## src/rtl/spi_defs.sv

```systemverilog
// Shared encodings and constants for the SPI RDID responder.
package spi_defs;

  typedef enum logic [1:0] {
    IDLE   = 2'b00,
    CMD    = 2'b01,
    RESP   = 2'b10,
    IGNORE = 2'b11
  } state_e;

  localparam logic [7:0] RDID_OPCODE = 8'h9F;
  localparam int         ID_BYTE_W   = 8;
  localparam int         RESP_LEN    = 24;

endpackage

```

## src/rtl/sync.sv

```systemverilog
// Two-flop synchroniser for a single asynchronous level, with selectable reset value.
module sync #(
  parameter logic RST_VAL = 1'b0
) (
  input  logic clk,
  input  logic reset,
  input  logic d_i,
  output logic q_o
);

  logic meta_q, sync_q;

  always_ff @(posedge clk) begin
    if (reset) begin
      meta_q <= RST_VAL;
      sync_q <= RST_VAL;
    end else begin
      meta_q <= d_i;
      sync_q <= meta_q;
    end
  end

  assign q_o = sync_q;

endmodule

```

## src/rtl/spi_rdid_responder.sv

```systemverilog
// Mode-0 SPI target answering RDID with a 3-byte JEDEC ID; SPI pins oversampled on clk.
module spi_rdid_responder
  import spi_defs::*;
#(
  parameter logic [7:0] RDID_CMD = RDID_OPCODE,
  parameter logic [7:0] MFG_ID   = 8'h20,
  parameter logic [7:0] MEM_TYPE = 8'h20,
  parameter logic [7:0] MEM_CAP  = 8'h16
) (
  input  logic       clk,
  input  logic       reset,
  input  logic       SPICLK,
  input  logic       SPIMOSI,
  input  logic       chip_select,
  output logic       SPIMISO,
  output logic       miso_oe,
  output logic [7:0] cmd_byte,
  output logic       cmd_valid,
  output logic       rdid_done
);

  localparam logic [RESP_LEN-1:0] ID_WORD = {MFG_ID, MEM_TYPE, MEM_CAP};

  logic sclk_s, mosi_s, csn_s;

  sync #(.RST_VAL(1'b0)) u_sync_sclk (.clk(clk), .reset(reset), .d_i(SPICLK),      .q_o(sclk_s));
  sync #(.RST_VAL(1'b0)) u_sync_mosi (.clk(clk), .reset(reset), .d_i(SPIMOSI),     .q_o(mosi_s));
  sync #(.RST_VAL(1'b1)) u_sync_csn  (.clk(clk), .reset(reset), .d_i(chip_select), .q_o(csn_s));

  logic sclk_q;
  logic sclk_rise, sclk_fall;

  assign sclk_rise =  sclk_s & ~sclk_q;
  assign sclk_fall = ~sclk_s &  sclk_q;

  state_e                state_q, state_d;
  logic [2:0]            bitcnt_q, bitcnt_d;
  logic [4:0]            rcnt_q, rcnt_d;
  logic [7:0]            cmd_sr_q, cmd_sr_d;
  logic [RESP_LEN-1:0]   id_sr_q, id_sr_d;
  logic                  skip_q, skip_d;
  logic                  miso_q, miso_d;
  logic                  oe_q, oe_d;
  logic [7:0]            cmd_byte_q, cmd_byte_d;
  logic                  cmd_valid_q, cmd_valid_d;
  logic                  done_q, done_d;
  logic [7:0]            opcode;

  assign opcode = {cmd_sr_q[6:0], mosi_s};

  always_ff @(posedge clk) begin
    if (reset) begin
      sclk_q      <= 1'b0;
      state_q     <= IDLE;
      bitcnt_q    <= '0;
      rcnt_q      <= '0;
      cmd_sr_q    <= '0;
      id_sr_q     <= '0;
      skip_q      <= 1'b0;
      miso_q      <= 1'b0;
      oe_q        <= 1'b0;
      cmd_byte_q  <= 8'h00;
      cmd_valid_q <= 1'b0;
      done_q      <= 1'b0;
    end else begin
      sclk_q      <= sclk_s;
      state_q     <= state_d;
      bitcnt_q    <= bitcnt_d;
      rcnt_q      <= rcnt_d;
      cmd_sr_q    <= cmd_sr_d;
      id_sr_q     <= id_sr_d;
      skip_q      <= skip_d;
      miso_q      <= miso_d;
      oe_q        <= oe_d;
      cmd_byte_q  <= cmd_byte_d;
      cmd_valid_q <= cmd_valid_d;
      done_q      <= done_d;
    end
  end

  always_comb begin
    state_d     = state_q;
    bitcnt_d    = bitcnt_q;
    rcnt_d      = rcnt_q;
    cmd_sr_d    = cmd_sr_q;
    id_sr_d     = id_sr_q;
    skip_d      = skip_q;
    miso_d      = miso_q;
    oe_d        = oe_q;
    cmd_byte_d  = cmd_byte_q;
    cmd_valid_d = 1'b0;
    done_d      = 1'b0;
    if (csn_s) begin
      // Deselect beats any edge seen in the same cycle, so aborts emit no pulses.
      state_d  = IDLE;
      bitcnt_d = '0;
      rcnt_d   = '0;
      skip_d   = 1'b0;
      miso_d   = 1'b0;
      oe_d     = 1'b0;
    end else begin
      unique case (state_q)
        IDLE: begin
          state_d  = CMD;
          bitcnt_d = '0;
          rcnt_d   = '0;
        end
        CMD: begin
          if (sclk_rise) begin
            cmd_sr_d = opcode;
            bitcnt_d = bitcnt_q + 3'd1;
            if (bitcnt_q == 3'(ID_BYTE_W - 1)) begin
              cmd_byte_d  = opcode;
              cmd_valid_d = 1'b1;
              if (opcode == RDID_CMD) begin
                id_sr_d = ID_WORD;
                miso_d  = ID_WORD[RESP_LEN-1];
                oe_d    = 1'b1;
                skip_d  = 1'b1;
                rcnt_d  = '0;
                state_d = RESP;
              end else begin
                state_d = IGNORE;
              end
            end
          end
        end
        RESP: begin
          // Rotating rather than shifting means the register is back at the
          // ID after 24 bits, so the wrap needs no separate reload path.
          if (sclk_fall) begin
            if (skip_q) begin
              skip_d = 1'b0;
            end else begin
              id_sr_d = {id_sr_q[RESP_LEN-2:0], id_sr_q[RESP_LEN-1]};
              miso_d  = id_sr_q[RESP_LEN-2];
            end
          end else if (sclk_rise) begin
            if (rcnt_q == 5'(RESP_LEN - 1)) begin
              rcnt_d = '0;
              done_d = 1'b1;
            end else begin
              rcnt_d = rcnt_q + 5'd1;
            end
          end
        end
        IGNORE: begin
          miso_d = 1'b0;
          oe_d   = 1'b0;
        end
        default: state_d = IDLE;
      endcase
    end
  end

  assign SPIMISO   = miso_q;
  assign miso_oe   = oe_q;
  assign cmd_byte  = cmd_byte_q;
  assign cmd_valid = cmd_valid_q;
  assign rdid_done = done_q;

endmodule

```

## config.mk

```make
export PLATFORM = sky130hd
export DESIGN_NAME = spi_rdid_responder
export DESIGN_NICKNAME = d
export VERILOG_FILES = /design/src/rtl/spi_defs.sv /design/src/rtl/sync.sv /design/src/rtl/spi_rdid_responder.sv
export SDC_FILE = /design/constraint.sdc
export NUM_CORES = 1
export LEC_CHECK = 0
export ABC_AREA = 1
export CORE_MARGIN = 4
export CORE_UTILIZATION = 58
export DETAILED_ROUTE_END_ITERATION = 12
export HOLD_SLACK_MARGIN = 0.03
export MAX_ROUTING_LAYER = met4
export PLACE_DENSITY = 0.85
export SLEW_MARGIN = 15
export SYNTH_ARGS = -nofsm -noshare
export SYNTH_HDL_FRONTEND = slang
export SYNTH_SLANG_ARGS = --single-unit
```

## constraint.sdc

```tcl
create_clock -name clk -period 1.8 [get_ports clk]
set_clock_uncertainty 0.05 [all_clocks]
set_input_delay 0.36 -clock clk [delete_from_list [all_inputs] [get_ports clk]]
set_output_delay 0.36 -clock clk [all_outputs]
set_load 0.02 [all_outputs]
```

[Word-level counts from Yosys, hierarchy flattened]
Index checks and enable logic that the tools add are counted.
Storage, ports and cells
  register bits: 61
  latch bits: 0
  bits in writable memories: 0
  ROM bits: 0
  bits of input ports: 5
  output and inout port bits: 12
  memories kept: 0
Cells by class
  add/subtract/negate cells: 2
  multiply operators: 0
  divide/modulo/power cells: 0
  $lt $le $gt $ge: 0
  equality and inequality tests: 13
  shift operators: 0
  muxes and demuxes: 33
  bitwise gates (word level): 8
  reduce and logical (&&, ||, !) cells: 18
Operators by type and width (number)
  two-way mux 24 bit: 5
  case mux 24 bit (2 select lines): 1
  two-way mux 5 bit: 6
  case mux 5 bit (3 select lines): 1
  inequality test 2 bit, second input constant: 7
  two-way mux 1 bit: 12
  AND reduction 6 bit: 2
  == test 8 bit, second input constant: 1
  AND reduction 4 bit: 2
  AND reduction 7 bit: 1
  NOT 1 bit: 6
  case mux 3 bit (2 select lines): 1
  AND reduction 3 bit: 2
  nonzero test 2 bit: 3
  nonzero test 3 bit: 2
  adder 5 x 1 -> 5 bit, second input constant: 1
  == test 5 bit, second input constant: 1
  AND reduction 5 bit: 1
  OR reduction 5 bit: 1
  == test 2 bit, second input constant: 2
  two-way mux 2 bit: 2
  case mux 1 bit (2 select lines): 2
  case mux 2 bit (2 select lines): 1
  OR reduction 4 bit: 1
  9 further kinds: 10

[Logic depth before layout (Yosys ltp)]
Gate-level depths: netlist of the first run.
  depth after elaboration: 5
  gate-level depth with buffers: 10
  gate-level depth less buffers: 10

[By module]
From an unflattened synthesis of the first run, not the netlist that was laid out.
Second synthesis, totals
  cell total of the unflattened synthesis: 379
  area, all modules: 2675.1 um^2
Modules (own cells, without submodules)
  spi_rdid_responder: times used 1, cells an instance 360, area each 2506.2 um^2
  sync at u_sync_mosi ...: times used 2, cells an instance 6, area each 55.1 um^2
  sync at u_sync_csn: times used 1, cells an instance 7, area each 58.8 um^2

[Worst setup path after synthesis of the first run]
No wires, ideal clock.
  kind: reg2reg
  start point: register bitcnt_q[0]
  end point: register id_sr_q[13]
  arrival time: 1402 ps
  setup slack: 238 ps
  cell stages (with the launch flop): 9
  buffers on the path: 1
  clock period less this slack: 1562 ps
  path through: dfxtp_1 ha_1 ha_1 inv_1 o21ai_2 clkbuf_1 nand4_1 nand2_1 nor2_1
Between the ends
  longest elaborated chain between the ends: 3
Ends and longest elaborated chain
  start: declaration: RTL line spi_rdid_responder.sv:37  | logic [2:0] bitcnt_q, bitcnt_d;
  start signal: assignment: RTL line spi_rdid_responder.sv:68  | bitcnt_q <= bitcnt_d;
  == test 3 bit: RTL line spi_rdid_responder.sv:112  | if (bitcnt_q == 3'(ID_BYTE_W - 1)) begin
  inequality test 2 bit (no line)
  AND reduction 7 bit (no line)
  end signal: assignment: RTL line spi_rdid_responder.sv:71  | id_sr_q <= id_sr_d;
  end: declaration: RTL line spi_rdid_responder.sv:40  | logic [RESP_LEN-1:0] id_sr_q, id_sr_d;
Every way passes these cells.
A chain may end at the register's enable or synchronous reset.

[Worst setup path after layout of the first run]
  start point: register oe_q (netlist: miso_oe)
  end point: output miso_oe
RTL lines
  start: declaration: RTL line spi_rdid_responder.sv:43  | logic oe_q, oe_d;
  start signal: assignment: RTL line spi_rdid_responder.sv:61  | oe_q <= 1'b0;
  start signal: assignment: RTL line spi_rdid_responder.sv:74  | oe_q <= oe_d;
  end: declaration: RTL line spi_rdid_responder.sv:16  | output logic miso_oe,
No word-level cell between the ends.

==> run summary, run 1 <==
LEAKAGE - 1.442 nW
Part of the cycle the worst path needs - 95.57%
Post-DP HPWL - 3527 µm
Initial DRC Count - 186
Core footprint - 4444 µm²
Layout cell share with drive strength beyond 1 - 9.195%
Initial antenna violation count - 0
First-pass GRT wire length - 9956 µm
Total CTS buffers - 9
Post-Route Setup TNS - 0 ns
Final nets - 438
CTS clk-pin slew, worst paths - 0.07 ns
Maximum VDD drop - 683.5 µV
Hold WC Path Type - flip-flop to flip-flop
Clock Root Buffer - clkbuf_8
Largest net degree at the start of global routing - 40
Tmin final - 1.720 ns
R2r setup slk - 0.15 ns
FF-to-FF End - cmd_byte[2]
Total GRT Usage - 21.18%
Inst Count DP - 471
Max-Cap Viols - 0
Placement Rows - 24
CTS H-tree lvls - 3
WP data required - 1.39 ns
WS Path Type - flip-flop to output pin
Hold Vio Cnt, Final - 0
DR vias/cell - 5.101
Seq/Total Area, Yosys - 44.75%
Syn_nets - 417
Number of global-route vias before repair - 2,380
Fin cells - 487
Area grow syn2layout - 17.88%
Distinct cells, synth - 24
Starting Density - 61.40%
Worst-Skew Late Latency - 0.34 ns
Endpoint, Worst Hold - u_sync_sclk.q_o
Num Clock Sinks - 61
Crit end category - output pin
Unrepaired setup endpoints after global routing - false
Synth Register Bits - 61
Chip Width - 76.59 µm
GPL Wtd Cong - 0.8781
Longest Clk Path Bufs - 2
Crit path max-delay family - buffers and inverters
Finish-stage setup viols - 0
Worst Path Max Fanout - 2
Crit path cell chain - clkdlybuf4s50_1
Buf/Inv on CP - 1
Worst hold path cell count - 2
Wire per inst - 11.94 µm
Die H - 76.59 µm
Least-Margin Pin Slew - 0.3440 ns
PortBufs - 16
Commonest non-fill, non-tap cell in the layout - nand2_1
Die area - 5866 µm²
Status - finished, final reports clean
Pwr dens - 886.0 nW/µm²
Drt total wl - 5814 µm
Most frequent cells in the layout - 102 x nand2_1, 78 x nor2_1, 69 x inv_1, 60 x dfxtp_1, 21 x nand4_1
Critical Path Start Type - flip-flop
Largest stage delay, worst path - 0.62 ns
Hold Path Origin - u_sync_sclk.meta_q
I/O pins - 17
Mapped cell area - 2729 µm²
DR vias - 2,484
Final Max Tran Viols - 0
Yosys warnings - 0
ANT cells - 0
Register-to-Register Path Depth - 8
Post-CTS Setup Bufs - 0
Maximum clock frequency - 581.3 MHz
Post-route ant nets - 0
CTS tree - built
First-pass DRT Iterations - 4
WP data arrival - 1.31 ns
CTS hold repair buffers - 0
Synthesized instance count - 409
Slowest cell on crit path - clkdlybuf4s50_1
Worst R2R Start - state_q[1]
Mean post-synth cell area - 6.672 µm²
Grt ovf - 0
Max-slew headroom - 77.07%
DRC viols - 0
[cell families after synthesis]
group,Yosys count,share of synthesized area (%)
AOI/OAI and AO/OA,35,6.603
xor gates and xnor gates,1,0.3210
adders and majority gates,3,1.376
buffers and inverters,88,13.30
DFF,61,44.75
and+or+nand+nor,221,33.65
[power breakdown]
| group | internal [W] | leakage, nW | switching [W] |
|---|---|---|---|
| Sequential | 0.00136 | 0.493 | 0.00000745 |
| Combinational | 0.0000387 | 0.833 | 0.0000668 |
| Clock | 0.000851 | 0.116 | 0.000524 |
| Total | 0.00225 | 1.44 | 0.000599 |
[layer usage]
layer | global-route usage [%] | share of wire, % | vias up
li1 | - | - | 1285
met1 | 23.60 | 45 | 1111
met5 | - | 0 | -
met4 | 10.87 | 2.9 | 0
met3 | 4.846 | 4.2 | 19
met2 | 35.41 | 48 | 69
[sequential cells by signal (all words and copies together) (netlist names), 2 cells and up]
name      count
bitcnt_q      3
cmd_byte      8
id_sr_q      24
rcnt_q        5
cmd_sr_q      7
state_q       2
[how the worst max path moves through the flow]
stage / from / endpoint / slack, ns / cells past startpoint
after floorplan: bitcnt_q[0] / id_sr_q[13] / 0.24 / 8
after global placement: bitcnt_q[0] / rcnt_q[4] / 0.15 / 10
after detailed placement: bitcnt_q[0] / rcnt_q[4] / 0.07 / 10
after CTS: bitcnt_q[0] / rcnt_q[4] / 0.06 / 10
after global routing: bitcnt_q[0] / id_sr_q[4] / 0.01 / 8
final: miso_oe / miso_oe / 0.08 / 1
[Yosys cell counts]
master    number  share of area, %
xor2_1         1              0.32
nand3b_1       1              0.28
ha_1           3               1.4
nand3_2        1              0.37
or2_2          2              0.46
inv_2          1              0.14
o22ai_1        1              0.23
nor2_1        81                11
o21ai_0       19               3.5
nand4_1       21               4.8
a21oi_1       14               2.6
clkbuf_1       8               1.1
nor4_1         1              0.23
inv_1         69               9.5
buf_2          5              0.92
nand2_1      103                14
o21ai_2        1              0.32
buf_4          3              0.83
dfxtp_1       61                45
buf_6          2              0.83
nand3_1        8               1.5
nor3b_1        1              0.28
nand2_2        1              0.23
nor2_2         1              0.23
[final cells by class]
cell class / instances / area, µm²
fillers: 337 / 1227
inverters: 70 / 262.8
well taps: 52 / 65.06
flip-flops and latches: 61 / 1222
clock buffers: 12 / 155.1
multi-input cells: 260 / 1159
clock inverters: 4 / 70.07
repair buffers: 28 / 282.8
[stage by stage]
stage | utilization (%) | total power (W) | area [µm²] | hold WS (ns) | setup slack (ns)
floorplan | - | 0.001472 | 2729 | 0.3383 | 0.2381
global placement | 66.81 | 0.001496 | 2969 | 0.3388 | 0.1465
detailed placement | 66.81 | 0.001500 | 2969 | 0.3561 | 0.07338
CTS | 71.88 | 0.002858 | 3194 | 0.3656 | 0.05547
global route | 72.38 | 0.002949 | 3217 | 0.4044 | 0.01347
finish | 72.38 | 0.002850 | 3217 | 0.3603 | 0.07971
[what timing repair did]
item / 4_1_cts / 5_1_grt
resized for setup: 0 / 9
setup endpoints to repair: 0 / 15
hold endpoints to repair: 0 / 0
Note: power is estimated with default switching activity, not from simulation.
==> run 2: changes to the inputs <==
--- a/config.mk
+++ b/config.mk
@@ -12,6 +12,7 @@
 export HOLD_SLACK_MARGIN = 0.03
 export MAX_ROUTING_LAYER = met4
 export PLACE_DENSITY = 0.85
+export SETUP_SLACK_MARGIN = 0.1
 export SLEW_MARGIN = 15
 export SYNTH_ARGS = -nofsm -noshare
 export SYNTH_HDL_FRONTEND = slang
==> run summary, run 2 (synthesized netlist as in run 1, its figures left out) <==
ANT cells - 0 (unchanged)
Die area - 5866 µm² (unchanged)
WP data arrival - 1.23 ns (was 1.31 ns)
First-pass GRT wire length - 9963 µm (was 9956 µm)
Hold Vio Cnt, Final - 0 (unchanged)
WP data required - 1.39 ns (about the same)
Most frequent cells in the layout - 101 x nand2_1, 78 x nor2_1, 67 x inv_1, 60 x dfxtp_1, 21 x nand4_1 (was 102 x nand2_1, 78 x nor2_1, 69 x inv_1, 60 x dfxtp_1, 21 x nand4_1)
Largest net degree at the start of global routing - 40 (unchanged)
Post-CTS Setup Bufs - 0 (unchanged)
Final nets - 438 (unchanged)
Area occupied by registers - 1222 µm² (unchanged)
Status - finished, final reports clean (unchanged)
Layout fillers - 326 (was 337)
Max reg flops - 24 (unchanged)
GPL Wtd Cong - 0.8781 (unchanged)
Sw Share - 20.86% (was 21.00%)
Maximum clock frequency - 610.1 MHz (was 581.3 MHz)
I/O pins - 17 (unchanged)
Final Power - 0.002847 W (was 0.002850 W)
Commonest non-fill, non-tap cell in the layout - nand2_1 (unchanged)
DR vias - 2,454 (was 2,484)
CTS hold repair buffers - 0 (unchanged)
Num Clock Sinks - 61 (unchanged)
First-pass DRT Iterations - 4 (unchanged)
Layout cell share with drive strength beyond 1 - 9.885% (was 9.195%)
Post-Route Setup TNS - 0 ns (unchanged)
Final Max Tran Viols - 0 (unchanged)
Switching pwr - 0.0005940 W (was 0.0005986 W)
Combinational Power Share - 3.8% (was 3.7%)
PortBufs - 16 (unchanged)
Wire per inst - 11.72 µm (was 11.94 µm)
DRC viols - 0 (unchanged)
Power Internal - 0.002253 W (was 0.002252 W)
Buf/Inv on CP - 1 (unchanged)
Starting Density - 61.40% (unchanged)
Maximum VDD drop - 683.6 µV (was 683.5 µV)
CTS tree - built (unchanged)
Worst-Skew Late Latency - 0.34 ns (about the same)
CTS clk-pin slew, worst paths - 0.07 ns (about the same)
Placement Rows - 24 (unchanged)
Critical Path Start Type - flip-flop (unchanged)
Finish-stage setup viols - 0 (unchanged)
Multi-input gate area - 1174 µm² (was 1159 µm²)
Most flops, register - id_sr_q (unchanged)
Total GRT Usage - 21.18% (unchanged)
Area grow syn2layout - 19.21% (was 17.88%)
Worst Path Max Fanout - 1 (was 2)
Total CTS buffers - 9 (unchanged)
Max-Cap Viols - 0 (unchanged)
Chip Width - 76.59 µm (unchanged)
Crit path cell chain - clkdlybuf4s50_1 (unchanged)
Largest stage delay, worst path - 0.59 ns (was 0.62 ns)
LEAKAGE - 1.600 nW (was 1.442 nW)
Final core utilization - 73.20% (was 72.38%)
Longest Clk Path Bufs - 2 (unchanged)
Least-Margin Pin Slew - 0.3473 ns (was 0.3440 ns)
Initial DRC Count - 208 (was 186)
Post-DP HPWL - 3527 µm (unchanged)
Drt total wl - 5709 µm (was 5814 µm)
Die H - 76.59 µm (unchanged)
Clock Root Buffer - clkbuf_8 (unchanged)
Max-slew headroom - 76.79% (was 77.07%)
Pwr dens - 875.2 nW/µm² (was 886.0 nW/µm²)
Crit end category - output pin (unchanged)
Hold WC Path Type - flip-flop to flip-flop (unchanged)
DR vias/cell - 5.039 (was 5.101)
Post-route ant nets - 0 (unchanged)
Core footprint - 4444 µm² (unchanged)
R2r setup slk - 0.22 ns (was 0.15 ns)
WS Path Type - flip-flop to output pin (unchanged)
CTS H-tree lvls - 3 (unchanged)
Number of global-route vias before repair - 2,385 (was 2,380)
Initial antenna violation count - 0 (unchanged)
Clock power frac - 48.1% (was 48.3%)
Part of the cycle the worst path needs - 91.06% (was 95.57%)
Tmin final - 1.639 ns (was 1.720 ns)
Crit path max-delay family - buffers and inverters (unchanged)
Unrepaired setup endpoints after global routing - true (was false)
Slowest cell on crit path - clkdlybuf4s50_1 (unchanged)
Grt ovf - 0 (unchanged)
Reg power frac - 48.1% (was 48.0%)
run 2: layout make-up:
| type | instances | share of cell area, % |
|---|---|---|
| well taps | 52 | 2.000 |
| flip-flops and latches | 61 | 37.58 |
| inverters | 70 | 8.077 |
| multi-input cells | 260 | 36.08 |
| repair buffers | 28 | 9.346 |
| clock inverters | 4 | 2.154 |
| clock buffers | 12 | 4.769 |
run 2: per-stage QoR:
step | worst slack (ns) | std cells | cell area (µm²) | hold WS, ns
floorplan | 0.2381 | 409 | 2729 | 0.3383
global placement | 0.1465 | 471 | 2969 | 0.3388
detailed placement | 0.07338 | 471 | 2969 | 0.3561
CTS | 0.1010 | 487 | 3189 | 0.3656
global route | 0.06524 | 487 | 3253 | 0.4044
finish | 0.1608 | 487 | 3253 | 0.3603
run 2: repair_timing:
item,CTS,global route
pin swaps,1,0
endpoints found under the setup margin,9,50
gates resized for setup,5,22
run 2: worst paths after layout:
check	start	cells after the start	to
hold / removal	u_sync_sclk.meta_q	2	u_sync_sclk.q_o
setup reg to reg	bitcnt_q[0]	8	id_sr_q[4]
setup / recovery	rdid_done	1	rdid_done
hold reg to reg	u_sync_sclk.meta_q	2	u_sync_sclk.q_o
run 2: layer usage:
layer  routed length [µm]  track usage, %
met4                  138           10.87
met5                    0               -
met2                 2736           35.50
met3                  302           4.846
met1                 2531           23.53
run 2: power groups by stage:
stage	Combinational (W)	Sequential, W	Clock (W)
floorplan	0.0000747	0.00140	0
global placement	0.0000981	0.00140	0
detailed placement	0.000101	0.00140	0
CTS	0.000102	0.00137	0.00139
global route	0.000122	0.00137	0.00146
finish	0.000108	0.00137	0.00137
==> RTL change (config.mk and constraints of run 1) <==
Make the reset (`reset`) asynchronous in 2 clocked blocks.
--- a/src/rtl/sync.sv
+++ b/src/rtl/sync.sv
@@ -10,7 +10,7 @@
 
   logic meta_q, sync_q;
 
-  always_ff @(posedge clk) begin
+  always_ff @(posedge clk or posedge reset) begin
     if (reset) begin
       meta_q <= RST_VAL;
       sync_q <= RST_VAL;
--- a/src/rtl/spi_rdid_responder.sv
+++ b/src/rtl/spi_rdid_responder.sv
@@ -48,7 +48,7 @@
 
   assign opcode = {cmd_sr_q[6:0], mosi_s};
 
-  always_ff @(posedge clk) begin
+  always_ff @(posedge clk or posedge reset) begin
     if (reset) begin
       sclk_q      <= 1'b0;
       state_q     <= IDLE;
Function: no difference found for any inputs over 10 cycles, from zero or initial values and one cycle with reset high; that may be too few to reach the edited logic, so the function may still have changed.
==> RTL change against run 1 <==
Setup slack got worse by 7.5 ps. Routed wire length decreased by 3.4%. Die area increased by 4.8%. First-iteration DRC count increased by 60%. Final cell count decreased by 11%. Sequential cell count unchanged. Cell area increased by 5.9%. Synthesized area increased by 5.4%. Critical path type unchanged.
Power is not compared: it rests on default switching activity, and its combinational part moved more than twofold at a synthesized area within 25%.
==> RTL change: results <==
[detailed_routing]
firstDrtPassIters = 5
post_drt_wl_per_cell_um = 13.0
vias = 2246
initialDrtViolationCount = 297

[grt]
grt_pass1_wl_um = 10100
grt_util_all_layers = 0.214
grt_start_max_net_pins = 62
first_global_vias = 2251
grt_antenna_before_repair = 0

[logic_synthesis]
synth_top_flop_cell = sky130_fd_sc_hd__dfrtp_1
asyncSetResetFlopFracSynth = 1.00
synth.yosys.seq_area_share = 0.532
postSynthNetCount = 346
ys_top_cells_by_count = sky130_fd_sc_hd__nand2_1 (126), sky130_fd_sc_hd__dfrtp_1 (59), sky130_fd_sc_hd__inv_1 (22), sky130_fd_sc_hd__nor2_1 (22), sky130_fd_sc_hd__nand3b_1 (19)
yosys-top-cells-area = sky130_fd_sc_hd__dfrtp_1 (51%), sky130_fd_sc_hd__nand2_1 (16%), sky130_fd_sc_hd__nand3b_1 (5.0%)
synth.lib_cells_used.distinct = 27

[final_layout]
drive_above_1_share = 0.148
multi_input_comb_area_sq_mm = 0.00120
filler_cell_count = 346

[clocking]
clock_pin_slew_reported_for_the_worst_setup_and_hold_paths_after_clock_tree_synthesis_ps = 70

[flow_run]
drv.max_cap_violation_count = 0

[placement]
half_perimeter_wire_length_of_the_detailed_placement_result_um = 3550
place_congestion = 0.883
dpl_cell_area_sq_mm = 0.00313

[status]
status = finished, final reports clean

[timing]
maxSlewHeadroom = 0.789
RTL change: area by class of cell:
cell class                 count  share of cell area
clock inverter                 5              0.0220
timing repair buffer          28              0.0808
tap                           67              0.0246
multi-input combinational    235               0.352
sequential                    61               0.449
inverter                      26              0.0298
clock buffer                  11              0.0415
RTL change: per-layer routing:
layer | share of wire | up-vias | track usage
met5 | 0 | - | -
met4 | 0.019 | 0 | 0.105
met3 | 0.037 | 14 | 0.0482
met2 | 0.49 | 53 | 0.326
met1 | 0.46 | 1074 | 0.272
li1 | - | 1105 | -
RTL change: logic make-up (layout without fill, tap and decap cells):
family / after synthesis / in the layout / synth area share
xor+xnor: 1 / 1 / 0.00305
flops: 61 / 61 / 0.532
buf+inv: 38 / 70 / 0.0657
fa+ha+maj: 7 / 7 / 0.0304
simple gates: 199 / 199 / 0.316
compound gates: 28 / 28 / 0.0535
RTL change: worst paths after layout:
path | startpoint | endpoint | slack [ps] | cells after the start
worst min register to register | u_sync_mosi.meta_q$_DFF_PP0_ | u_sync_mosi.q_o$_DFF_PP0_ | 300 | 0
worst max-delay path | miso_oe$_DFFE_PP0P_ | miso_oe | 70 | 1
worst min-delay path | u_sync_mosi.meta_q$_DFF_PP0_ | u_sync_mosi.q_o$_DFF_PP0_ | 300 | 0
max in group asynchronous | reset | u_sync_csn.q_o$_DFF_PP1_ | 1000 | 3
worst max register to register | bitcnt_q[0]$_DFFE_PP0P_ | id_sr_q[6]$_DFFE_PP0P_ | 130 | 9
min in group asynchronous | reset | id_sr_q[5]$_DFFE_PP0P_ | 390 | 3
RTL change: what timing repair did:
action | in CTS | in global routing
buffers inserted | 0 | 1
pin swaps | 0 | 1
endpoints found under the setup margin | 3 | 38
hold buffers | 0 | 0
resized for setup | 1 | 9
RTL change: stage by stage:
stage	setup WS (ps)	total power [mW]	hold slack [ps]	instances
after CTS	7.52	3.56	301	432
final	72.2	3.61	299	433
after detailed placement	44.1	2.22	286	416
after global placement	86.8	2.20	283	416
after floorplan	153	2.04	281	334
after global routing	0.611	3.81	305	433
RTL change: power by group:
| group | total [mW] | switching, mW | internal [mW] |
|---|---|---|---|
| registers | 1.55 | 0.0779 | 1.48 |
| clock network | 1.34 | 0.532 | 0.811 |
| logic | 0.715 | 0.470 | 0.244 |
| total | 3.61 | 1.08 | 2.53 |
